<file path="src/rtl/cond_directive_filter_pkg.sv">
// rtl/cond_directive_filter_pkg.sv - token kinds, error codes, FSM states and stack entry layout
package cond_directive_filter_pkg;

  typedef enum logic [2:0] {
    K_TEXT   = 3'd0,
    K_IFDEF  = 3'd1,
    K_IFNDEF = 3'd2,
    K_ELSIF  = 3'd3,
    K_ELSE   = 3'd4,
    K_ENDIF  = 3'd5,
    K_RSV6   = 3'd6,
    K_RSV7   = 3'd7
  } kind_e;

  typedef enum logic [2:0] {
    E_NONE             = 3'd0,
    E_UNMATCHED        = 3'd1,
    E_ELSIF_AFTER_ELSE = 3'd2,
    E_DOUBLE_ELSE      = 3'd3,
    E_OVERFLOW         = 3'd4,
    E_UNTERMINATED     = 3'd5
  } err_e;

  typedef enum logic {
    S_RUN = 1'b0,
    S_ERR = 1'b1
  } state_e;

  typedef struct packed {
    logic parent_active;
    logic taken;
    logic seen_else;
    logic branch_active;
  } stack_entry_t;

endpackage

</file>
<file path="src/rtl/cond_directive_filter_if.sv">
// rtl/cond_directive_filter_if.sv - token input stream and filtered output stream
interface cond_directive_filter_if #(
  parameter int DATA_W = 8
);
  logic              in_valid;
  logic              in_ready;
  logic [2:0]        in_kind;
  logic              in_defined;
  logic [DATA_W-1:0] in_data;
  logic              in_last;

  logic              out_valid;
  logic              out_ready;
  logic [DATA_W-1:0] out_data;
  logic              out_last;
  logic              out_empty;

  modport master (
    output in_valid, in_kind, in_defined, in_data, in_last, out_ready,
    input  in_ready, out_valid, out_data, out_last, out_empty
  );

  modport slave (
    input  in_valid, in_kind, in_defined, in_data, in_last, out_ready,
    output in_ready, out_valid, out_data, out_last, out_empty
  );
endinterface

</file>
<file path="src/rtl/cond_directive_filter_stack.sv">
// rtl/cond_directive_filter_stack.sv - conditional nesting LIFO (module cond_stack)
// Push and top-update are mutually exclusive; clear wins over everything.
module cond_stack
  import cond_directive_filter_pkg::*;
#(
  parameter int MAX_DEPTH = 8,
  parameter int DEPTH_W   = $clog2(MAX_DEPTH + 1)
) (
  input  logic               i_clk,
  input  logic               i_rst,
  input  logic               i_clear,
  input  logic               i_push,
  input  stack_entry_t       i_push_entry,
  input  logic               i_pop,
  input  logic               i_upd,
  input  stack_entry_t       i_upd_entry,
  output stack_entry_t       o_top,
  output logic               o_full,
  output logic               o_empty,
  output logic [DEPTH_W-1:0] o_depth
);

  localparam int IDX_W = (MAX_DEPTH > 1) ? $clog2(MAX_DEPTH) : 1;

  stack_entry_t       r_mem [MAX_DEPTH];
  logic [DEPTH_W-1:0] r_depth;
  logic [IDX_W-1:0]   w_top_idx;
  logic [IDX_W-1:0]   w_push_idx;

  assign w_top_idx  = IDX_W'(r_depth - DEPTH_W'(1));
  assign w_push_idx = IDX_W'(r_depth);
  assign o_empty    = (r_depth == '0);
  assign o_full     = (r_depth == DEPTH_W'(MAX_DEPTH));
  assign o_depth    = r_depth;
  assign o_top      = o_empty ? '0 : r_mem[w_top_idx];

  always_ff @(posedge i_clk or posedge i_rst) begin
    if (i_rst) begin
      r_depth <= '0;
      for (int i = 0; i < MAX_DEPTH; i++) begin
        r_mem[i] <= '0;
      end
    end else if (i_clear) begin
      r_depth <= '0;
    end else begin
      if (i_push && !o_full) begin
        r_mem[w_push_idx] <= i_push_entry;
        r_depth           <= r_depth + DEPTH_W'(1);
      end else if (i_pop && !o_empty) begin
        r_depth <= r_depth - DEPTH_W'(1);
      end
      if (i_upd && !o_empty) begin
        r_mem[w_top_idx] <= i_upd_entry;
      end
    end
  end

endmodule

</file>
<file path="src/rtl/cond_directive_filter.sv">
// rtl/cond_directive_filter.sv - streaming `ifdef/`else/`endif evaluator forwarding active TEXT tokens
// Token decode, RUN/ERR FSM, one-entry output register and error reporting.
module cond_directive_filter
  import cond_directive_filter_pkg::*;
#(
  parameter int DATA_W    = 8,
  parameter int MAX_DEPTH = 8,
  parameter int DEPTH_W   = $clog2(MAX_DEPTH + 1)
) (
  input  logic                   i_clk,
  input  logic                   i_rst,
  cond_directive_filter_if.slave io_bus,
  output logic                   o_err_valid,
  output logic [2:0]             o_err_code,
  output logic                   o_err_sticky,
  output logic [DEPTH_W-1:0]     o_depth
);

  state_e             r_state;
  state_e             w_state_nxt;
  logic               r_out_valid;
  logic [DATA_W-1:0]  r_out_data;
  logic               r_out_last;
  logic               r_out_empty;
  logic               r_err_valid;
  logic [2:0]         r_err_code;
  logic               r_err_sticky;

  logic               w_accept;
  kind_e              w_kind;
  logic               w_active;
  logic               w_cond;
  logic               w_text_hit;
  err_e               w_err;
  logic               w_emit;
  logic [DATA_W-1:0]  w_emit_data;
  logic               w_emit_last;
  logic               w_emit_empty;
  logic               w_push;
  logic               w_pop;
  logic               w_upd;
  logic               w_clear;
  stack_entry_t       w_push_entry;
  stack_entry_t       w_upd_entry;
  stack_entry_t       w_top;
  logic               w_full;
  logic               w_empty;
  logic [DEPTH_W-1:0] w_depth;
  logic [DEPTH_W-1:0] w_depth_after;

  cond_stack #(
    .MAX_DEPTH(MAX_DEPTH),
    .DEPTH_W  (DEPTH_W)
  ) u_stack (
    .i_clk       (i_clk),
    .i_rst       (i_rst),
    .i_clear     (w_clear),
    .i_push      (w_push),
    .i_push_entry(w_push_entry),
    .i_pop       (w_pop),
    .i_upd       (w_upd),
    .i_upd_entry (w_upd_entry),
    .o_top       (w_top),
    .o_full      (w_full),
    .o_empty     (w_empty),
    .o_depth     (w_depth)
  );

  assign io_bus.in_ready  = !r_out_valid || io_bus.out_ready;
  assign io_bus.out_valid = r_out_valid;
  assign io_bus.out_data  = r_out_data;
  assign io_bus.out_last  = r_out_last;
  assign io_bus.out_empty = r_out_empty;
  assign o_err_valid      = r_err_valid;
  assign o_err_code       = r_err_code;
  assign o_err_sticky     = r_err_sticky;
  assign o_depth          = w_depth;

  assign w_accept = io_bus.in_valid && io_bus.in_ready;
  assign w_kind   = kind_e'(io_bus.in_kind);
  assign w_active = w_empty ? 1'b1 : w_top.branch_active;

  always_ff @(posedge i_clk or posedge i_rst) begin
    if (i_rst) begin
      r_state <= S_RUN;
    end else begin
      r_state <= w_state_nxt;
    end
  end

  always_comb begin
    w_state_nxt   = r_state;
    w_cond        = 1'b0;
    w_text_hit    = 1'b0;
    w_err         = E_NONE;
    w_emit        = 1'b0;
    w_emit_data   = '0;
    w_emit_last   = 1'b0;
    w_emit_empty  = 1'b0;
    w_push        = 1'b0;
    w_pop         = 1'b0;
    w_upd         = 1'b0;
    w_clear       = 1'b0;
    w_push_entry  = '0;
    w_upd_entry   = w_top;
    w_depth_after = w_depth;

    if (w_accept && r_state == S_RUN) begin
      case (w_kind)
        K_IFDEF, K_IFNDEF: begin
          w_cond = (w_kind == K_IFDEF) ? io_bus.in_defined : !io_bus.in_defined;
          if (w_full) begin
            w_err = E_OVERFLOW;
          end else begin
            w_push                     = 1'b1;
            w_push_entry.parent_active = w_active;
            w_push_entry.taken         = w_cond;
            w_push_entry.seen_else     = 1'b0;
            w_push_entry.branch_active = w_active && w_cond;
            w_depth_after              = w_depth + DEPTH_W'(1);
          end
        end
        K_ELSIF: begin
          if (w_empty) begin
            w_err = E_UNMATCHED;
          end else if (w_top.seen_else) begin
            w_err = E_ELSIF_AFTER_ELSE;
          end else begin
            w_upd                     = 1'b1;
            w_upd_entry.branch_active = w_top.parent_active && !w_top.taken && io_bus.in_defined;
            w_upd_entry.taken         = w_top.taken || io_bus.in_defined;
          end
        end
        K_ELSE: begin
          if (w_empty) begin
            w_err = E_UNMATCHED;
          end else if (w_top.seen_else) begin
            w_err = E_DOUBLE_ELSE;
          end else begin
            w_upd                     = 1'b1;
            w_upd_entry.branch_active = w_top.parent_active && !w_top.taken;
            w_upd_entry.taken         = 1'b1;
            w_upd_entry.seen_else     = 1'b1;
          end
        end
        K_ENDIF: begin
          if (w_empty) begin
            w_err = E_UNMATCHED;
          end else begin
            w_pop         = 1'b1;
            w_depth_after = w_depth - DEPTH_W'(1);
          end
        end
        default: w_text_hit = w_active;
      endcase

      if (w_err != E_NONE) begin
        w_state_nxt = S_ERR;
      end

      // The final token always closes the file: the FSM returns to RUN with an empty stack.
      if (io_bus.in_last) begin
        w_emit       = 1'b1;
        w_emit_last  = 1'b1;
        w_emit_data  = w_text_hit ? io_bus.in_data : '0;
        w_emit_empty = !w_text_hit;
        w_clear      = 1'b1;
        w_state_nxt  = S_RUN;
        if (w_err == E_NONE && w_depth_after != '0) begin
          w_err = E_UNTERMINATED;
        end
      end else if (w_text_hit) begin
        w_emit      = 1'b1;
        w_emit_data = io_bus.in_data;
      end
    end else if (w_accept && io_bus.in_last) begin
      w_emit       = 1'b1;
      w_emit_last  = 1'b1;
      w_emit_empty = 1'b1;
      w_clear      = 1'b1;
      w_state_nxt  = S_RUN;
    end
  end

  always_ff @(posedge i_clk or posedge i_rst) begin
    if (i_rst) begin
      r_out_valid  <= 1'b0;
      r_out_data   <= '0;
      r_out_last   <= 1'b0;
      r_out_empty  <= 1'b0;
      r_err_valid  <= 1'b0;
      r_err_code   <= '0;
      r_err_sticky <= 1'b0;
    end else begin
      if (w_emit) begin
        r_out_valid <= 1'b1;
        r_out_data  <= w_emit_data;
        r_out_last  <= w_emit_last;
        r_out_empty <= w_emit_empty;
      end else if (io_bus.out_ready) begin
        r_out_valid <= 1'b0;
        r_out_data  <= '0;
        r_out_last  <= 1'b0;
        r_out_empty <= 1'b0;
      end
      r_err_valid <= (w_err != E_NONE);
      if (w_err != E_NONE) begin
        r_err_code   <= w_err;
        r_err_sticky <= 1'b1;
      end
    end
  end

endmodule

</file>
<file path="src/flat_wrapper.sv">
// flat-port wrapper written by rule: the top's interface ports become plain ports
module cond_directive_filter_flat import cond_directive_filter_pkg::*;
#(
  parameter int DATA_W    = 8,
  parameter int MAX_DEPTH = 8,
  parameter int DEPTH_W   = $clog2(MAX_DEPTH + 1)
)
  (i_clk, i_rst, o_err_valid, o_err_code, o_err_sticky, o_depth, io_bus_in_valid, io_bus_in_kind, io_bus_in_defined, io_bus_in_data, io_bus_in_last, io_bus_out_ready, io_bus_in_ready, io_bus_out_valid, io_bus_out_data, io_bus_out_last, io_bus_out_empty);
  cond_directive_filter_if #(.DATA_W(DATA_W)) io_bus_i ();
  input  logic i_clk;
  input  logic i_rst;
  output logic o_err_valid;
  output logic [2:0] o_err_code;
  output logic o_err_sticky;
  output logic [DEPTH_W-1:0] o_depth;
  input wire logic [$bits(io_bus_i.in_valid)-1:0] io_bus_in_valid;
  input wire logic [$bits(io_bus_i.in_kind)-1:0] io_bus_in_kind;
  input wire logic [$bits(io_bus_i.in_defined)-1:0] io_bus_in_defined;
  input wire logic [$bits(io_bus_i.in_data)-1:0] io_bus_in_data;
  input wire logic [$bits(io_bus_i.in_last)-1:0] io_bus_in_last;
  input wire logic [$bits(io_bus_i.out_ready)-1:0] io_bus_out_ready;
  output wire logic [$bits(io_bus_i.in_ready)-1:0] io_bus_in_ready;
  output wire logic [$bits(io_bus_i.out_valid)-1:0] io_bus_out_valid;
  output wire logic [$bits(io_bus_i.out_data)-1:0] io_bus_out_data;
  output wire logic [$bits(io_bus_i.out_last)-1:0] io_bus_out_last;
  output wire logic [$bits(io_bus_i.out_empty)-1:0] io_bus_out_empty;
  assign io_bus_i.in_valid = io_bus_in_valid;
  assign io_bus_i.in_kind = io_bus_in_kind;
  assign io_bus_i.in_defined = io_bus_in_defined;
  assign io_bus_i.in_data = io_bus_in_data;
  assign io_bus_i.in_last = io_bus_in_last;
  assign io_bus_i.out_ready = io_bus_out_ready;
  assign io_bus_in_ready = io_bus_i.in_ready;
  assign io_bus_out_valid = io_bus_i.out_valid;
  assign io_bus_out_data = io_bus_i.out_data;
  assign io_bus_out_last = io_bus_i.out_last;
  assign io_bus_out_empty = io_bus_i.out_empty;
  cond_directive_filter #(.DATA_W(DATA_W), .MAX_DEPTH(MAX_DEPTH), .DEPTH_W(DEPTH_W)) u_core (.i_clk(i_clk), .i_rst(i_rst), .io_bus(io_bus_i), .o_err_valid(o_err_valid), .o_err_code(o_err_code), .o_err_sticky(o_err_sticky), .o_depth(o_depth));
endmodule
</file>
<file path="config.mk">
export PLATFORM = sky130hd
export DESIGN_NAME = cond_directive_filter_flat
export DESIGN_NICKNAME = d
export VERILOG_FILES = /design/src/rtl/cond_directive_filter_pkg.sv /design/src/rtl/cond_directive_filter_if.sv /design/src/rtl/cond_directive_filter_stack.sv /design/src/rtl/cond_directive_filter.sv /design/src/flat_wrapper.sv
export SDC_FILE = /design/constraint.sdc
export NUM_CORES = 1
export LEC_CHECK = 0
export CORE_AREA = 2 2 82 84
export CTS_BUF_LIST = sky130_fd_sc_hd__clkbuf_4
export CTS_CLUSTER_DIAMETER = 60
export DETAILED_ROUTE_END_ITERATION = 10
export DIE_AREA = 0 0 84 86
export PLACE_DENSITY = 0.86
export SYNTH_ARGS = -nofsm -noshare
export SYNTH_HDL_FRONTEND = slang
export SYNTH_SLANG_ARGS = --single-unit
</file>
<file path="constraint.sdc">
create_clock -name i_clk -period 2.4 [get_ports i_clk]
set_input_delay 0.24 -clock i_clk [delete_from_list [all_inputs] [get_ports i_clk]]
set_output_delay 0.24 -clock i_clk [all_outputs]
set_load 0.005 [all_outputs]
</file>
## Word level (Yosys, flattened, before mapping)

Index checks and enable logic that the tools add are counted.

| storage, ports and cells | value |
|---|---|
| output and inout port bits | 21 |
| input port bits | 17 |
| logic and storage cells | 167 |
| register bits | 53 |

| cells by class | value |
|---|---|
| order comparisons | 4 |
| add/sub/neg operators | 2 |
| mux-type cells | 78 |
| reductions and logical operators | 32 |
| bitwise operators | 3 |
| eq/ne operators | 7 |

Operator list:

| operator | count |
|---|---|
| $mux 32 | 3 |
| $bwmux 32 | 2 |
| $mux 4 | 14 |
| $mux 1 | 36 |
| $mux 8 | 4 |
| $mux 3 | 10 |
| $demux 4 s3 | 2 |
| $bmux 4 s3 | 1 |
| $logic_and 1x1->1 | 12 |
| $pmux 3 s4 | 1 |
| $reduce_bool 3->1 | 3 |
| $ge 4x4->1 const B | 2 |
| $lt 4x1->1 const B | 2 |
| $not 3->4 | 2 |
| $pmux 4 s2 | 1 |
| $eq 3x2->1 const B | 2 |
| $eq 3x3->1 const B | 2 |
| $logic_not 1->1 | 6 |
| $reduce_or 5->1 | 1 |
| $add 4x1->4 const B | 1 |
| $eq 4x4->1 const B | 1 |
| $logic_not 4->1 | 1 |
| $mux 2 | 2 |
| $pmux 1 s2 | 2 |
| 10 further kinds | 13 |

## Depth between registers and ports, before layout

| logic depth | value |
|---|---|
| word-level depth | 16 |
| mapped depth | 11 |
| depth with buffers taken out | 8 |

## Modules after synthesis

A second synthesis with hierarchy kept.

| unflattened totals | value |
|---|---|
| cell total of the unflattened synthesis | 351 |
| area, all modules | 3,462.1 µm² |

By module, submodules not included:

| module | cells an instance | area each (µm²) | seq. area each (µm²) | instances |
|---|---|---|---|---|
| cond_stack | 216 | 2,255.9 | 900.9 | 1 |
| cond_directive_filter | 135 | 1,206.2 | 425.4 | 1 |

## Worst setup path after synthesis

OpenSTA, ideal clock, no wires.

| path | value |
|---|---|
| path type | reg2reg |
| start point | register u_core.u_stack.r_depth[0] (netlist: u_core.u_stack.o_depth[0]) |
| end point | register u_core.u_stack.r_mem[8] in the netlist's numbering |
| stages on the path, launching flop included | 11 |
| path buffers | 3 |
| setup slack | -0.327 ns |
| library setup time | 0.104 ns |
| required time | 2.296 ns |
| data arrival time | 2.623 ns |
| period minus slack after synthesis | 2.727 ns |
| cell sequence | dfrtp_1 buf_6 clkinv_1 ha_1 buf_6 clkbuf_4 mux4_2 nand2_1 a21oi_1 a31oi_2 a221oi_1 |

| between the ends | value |
|---|---|
| longest elaborated chain between the ends | 16 |
| elaborated cells between the ends (all ways) | 49 |
| those cells by class | 1 x add/sub; 4 x order compare; 1 x eq/ne; 30 x mux; 2 x bitwise; 11 x reduce/logical |

Ends and longest elaborated chain:

| element | line | source |
|---|---|---|
| from (decl) | cond_directive_filter_stack.sv:26 | `logic [DEPTH_W-1:0] r_depth;` |
| from (signal assigned) | cond_directive_filter_stack.sv:48 | `r_depth <= r_depth + DEPTH_W'(1);` |
| from (signal assigned) | cond_directive_filter_stack.sv:50 | `r_depth <= r_depth - DEPTH_W'(1);` |
| $sub 4x1->4 | n/a |  |
| $not 3->4 (not written as such) | cond_directive_filter_stack.sv:35, cond_directive_filter_stack.sv:53 |  |
| $bmux 4 s3 | cond_directive_filter_stack.sv:35 | `assign o_top = o_empty ? '0 : r_mem[w_top_idx];` |
| $mux 4 (not written as such) (2 in series) | cond_directive_filter_stack.sv:35 |  |
| $mux 4 | cond_directive_filter_stack.sv:35 |  |
| $mux 1 | cond_directive_filter.sv:81 | `assign w_active = w_empty ? 1'b1 : w_top.branch_active;` |
| $logic_and 1x1->1 | cond_directive_filter.sv:119 | `w_push_entry.branch_active = w_active && w_cond;` |
| $mux 4 | cond_directive_filter.sv:112 | `if (w_full) begin` |
| $mux 4 | cond_directive_filter.sv:109 | `case (w_kind)` |
| $mux 4 | cond_directive_filter.sv:108 | `if (w_accept && r_state == S_RUN) begin` |
| $bwmux 32 | cond_directive_filter_stack.sv:47 | `r_mem[w_push_idx] <= i_push_entry;` |
| $mux 32 | cond_directive_filter_stack.sv:46 | `if (i_push && !o_full) begin` |
| $mux 32 | cond_directive_filter_stack.sv:43 | `end else if (i_clear) begin` |
| $bwmux 32 | cond_directive_filter_stack.sv:53 | `r_mem[w_top_idx] <= i_upd_entry;` |
| $mux 32 (*) | cond_directive_filter_stack.sv:52 | `if (i_upd && !o_empty) begin` |
| to (signal, indexed assignment) | cond_directive_filter_stack.sv:47 |  |
| to (signal, indexed assignment) | cond_directive_filter_stack.sv:53 |  |
| to (decl) | cond_directive_filter_stack.sv:25 | `stack_entry_t r_mem [MAX_DEPTH];` |

Mark *: on every way between the ends. The rest lies on a longest branch, timed or not. The select of a mux whose other input is x is not followed.
A chain may end at the register's enable or synchronous reset.

## Worst setup path in the final report

| path | value |
|---|---|
| start point | register u_core.u_stack.r_depth[0] (netlist: u_core.u_stack.o_depth[0]) |
| end point | register u_core.u_stack.r_mem[24] in the netlist's numbering |

Same word-level chain as after synthesis.

==> results.cfg <==
[pwr]
power_frac_seq_pct = 27.7
p_clk_share_pct = 10.0
p_leak_nw = 1.82
ir_worst_vdd_mv = 0.880
p_sw_mw = 2.39
power.density_nw_per_um2 = 1260
switching_share_pct = 44.3
combPwrFrac_pct = 62.4
internal_power_mw = 3.00

[worst_setup_path]
crit_fanout = 8
critPathCaptureType = flip-flop
cp.required_ps = 2710
reg2reg_slack_ps = 50
crit_path_cell_trace = clkinv_8, ha_4, mux4_2, mux2_4, nor3_4, a31oi_2, buf_6, a221oi_1
cp_slowest_cell = dfrtp_2
startpoint_type = flip-flop
cp.arrival_ps = 2660
crit_family = multiplexers
crit_type = reg2reg
critPathBufInv = 2
worst_path_largest_cell_delay_ps = 460

[clock_network]
cts.sink_count = 53
cts_made_buffers = 5
cts.clk_slew.worst_paths_ps = 160
h-tree-depth = 2
cts_buffer_depth = 2
root_buffer = clkbuf_4
cts_tree = built
cts_setup_buffers = 0
worstSkewPairLatency_ps = 390

[timing]
drv_slew = 0
finClkSkew_ps = 8.98
maxSlewHeadroom_pct = 54.6
final.setup.tns_ps = 0
setup_viol = 0
worst_pin_slew_ps = 675
worst_hold_slack_ps = 191
hold_viol = 0
fmax_mhz = 425
period_share_pct = 98.1
period_minus_slack_ps = 2350

[drt]
drc = 0
ant_nets = 0
routedWlPerCell_um = 18.9
via_per_inst = 6.31
first_pass_iters = 5
vias = 3293
drt_iter0_markers = 311
postRouteWirelength_um = 9880

[synth]
syn_area_per_cell_um2 = 8.93
synth-edff-count = 0
synthCells = 359
synth_top_flop_cell = dfrtp_1
synth.distinct_cells = 56
yosysWarningCount = 0
async_flop_share_pct = 100
synth-seq-cells = 53
synth_area_um2 = 3200
syn_nets = 380
yosysSeqAreaShare_pct = 41.4

[grt]
grt_max_degree = 31
grt_pass1_vias = 3207
overflow = 0
grtUsageTotal_pct = 27.6
antenna_found_initial = 0
grt_pass1_wl_um = 15900

[die]
row_count = 29
ios = 38
dieWidth_um = 84
design.die.area_um2 = 7220
start_util_pct = 51.0
core-area_um2 = 6280
fp.dieH_um = 86

[flow_run]
maxCapViolCount = 0

[cells_and_area]
layout_common_cells = 58 x buf_4, 52 x dfrtp_1, 42 x nor2_1
fin_nets = 465
drive_gt1_share_pct = 25.6
n_antenna_cell = 0
layout_commonest_cell = buf_4
area_growth_syn_to_layout_pct = 33.4

[place]
dp_hpwl_um = 7380
port_buffers = 37
gp_congestion = 0.966

[status]
outcome = completed

[min_path]
hp-class = in2async
## state kept, by name, indices dropped and copies added, names as in the netlist
name,flops
u_core.u_stack.r_mem,32
u_core.io_bus.out_data,8
u_core.u_stack.o_depth,4
u_core.o_err_code,3
u_core.io_bus.out_empty,1
u_core.io_bus.out_last,1
u_core.io_bus.out_valid,1
u_core.o_err_sticky,1
u_core.o_err_valid,1
u_core.r_state,1
## cells by family after synthesis
family | share of synthesized area (%)
xor gates and xnor gates | 2.69
buffers and inverters | 4.92
DFF | 41.4
adders and majority gates | 1.56
muxes | 6.09
and+or+nand+nor | 23.1
AOI/OAI and AO/OA | 20.2
## worst paths after layout
path | endpoint | startpoint | depth (start not counted)
min reg2reg | u_core.o_err_sticky | u_core.o_err_sticky | 1
max | u_core.u_stack.r_mem[24] | u_core.u_stack.o_depth[0] | 8
max reg2reg | u_core.u_stack.r_mem[24] | u_core.u_stack.o_depth[0] | 8
min in group i_clk | u_core.io_bus.out_data[2] | io_bus_in_data[2] | 3
max in group asynchronous | u_core.u_stack.r_mem[15] | i_rst | 3
min | u_core.u_stack.r_mem[26] | i_rst | 2
## stage by stage
stage | worst slack [ps] | cell area [um^2] | total power, mW | utilization (%) | instances
final | 45.4 | 4270 | 5.39 | 68.1 | 522
after global placement | -34.1 | 4070 | 4.45 | 64.8 | 514
after CTS | 18.0 | 4150 | 5.10 | 66.2 | 522
after floorplan | -65.1 | 3250 | 3.30 | - | 359
after global routing | -2.32 | 4270 | 5.70 | 68.1 | 522
after detailed placement | -73.6 | 4070 | 4.55 | 64.8 | 514
## power groups by stage
stage / logic (mW) / registers, mW / clock network [mW]
finish: 3.36 / 1.49 / 0.538
global route: 3.60 / 1.53 / 0.576
CTS: 3.09 / 1.47 / 0.536
detailed placement: 3.06 / 1.49 / 0
global placement: 2.97 / 1.48 / 0
floorplan: 1.90 / 1.40 / 0
## synthesized netlist by cell type, drive strengths merged (2+ instances only)
master,number,area [um^2]
a31oi,4,31.3
mux2,2,26.3
nor3,8,55.1
nor4,5,37.5
mux4,6,139
nor2b,5,31.3
inv,13,48.8
clkbuf,11,45.1
a221oi,10,87.6
dfrtp,53,1330
o21ai,20,100
nand4,16,100
nand3b,2,15.0
a21oi,35,175
ha,4,50.1
or3,3,18.8
a21o,2,15.0
or2,3,18.8
nand2,31,116
nor2,43,164
xor2,6,52.6
nand3,10,50.1
o22ai,22,138
xnor2,3,33.8
nand2b,4,25.0
and3,2,12.5
o21a,3,22.5
and4,4,35.0
mux2i,3,30.0
and2,2,12.5
or3b,3,26.3
buf,9,60.1
## timing repair
| action | in CTS | in global routing |
|---|---|---|
| hold buffers | 0 | 0 |
| gates resized for setup | 3 | 23 |
| hold endpoints to repair | 0 | 0 |
| pin swaps | 0 | 5 |
| setup endpoints to repair | 16 | 30 |
| gates cloned | 0 | 0 |
## cell type report
class,count,area (um^2)
fillers,477,2000
inverters,14,65.1
flip-flops and latches,53,1330
multi-input cells,272,1860
well taps,77,96.3
repair buffers,98,848
clock inverters,3,43.8
clock buffers,5,37.5
## metal layers
| layer | GRT usage, % | part of all wire [%] |
|---|---|---|
| met1 | 36.4 | 42 |
| met2 | 46.9 | 49 |
| met3 | 4.91 | 7.9 |
| met4 | 7.77 | 1.9 |
| met5 | 0 | 0 |
Note: power is estimated with default switching activity, not from simulation.
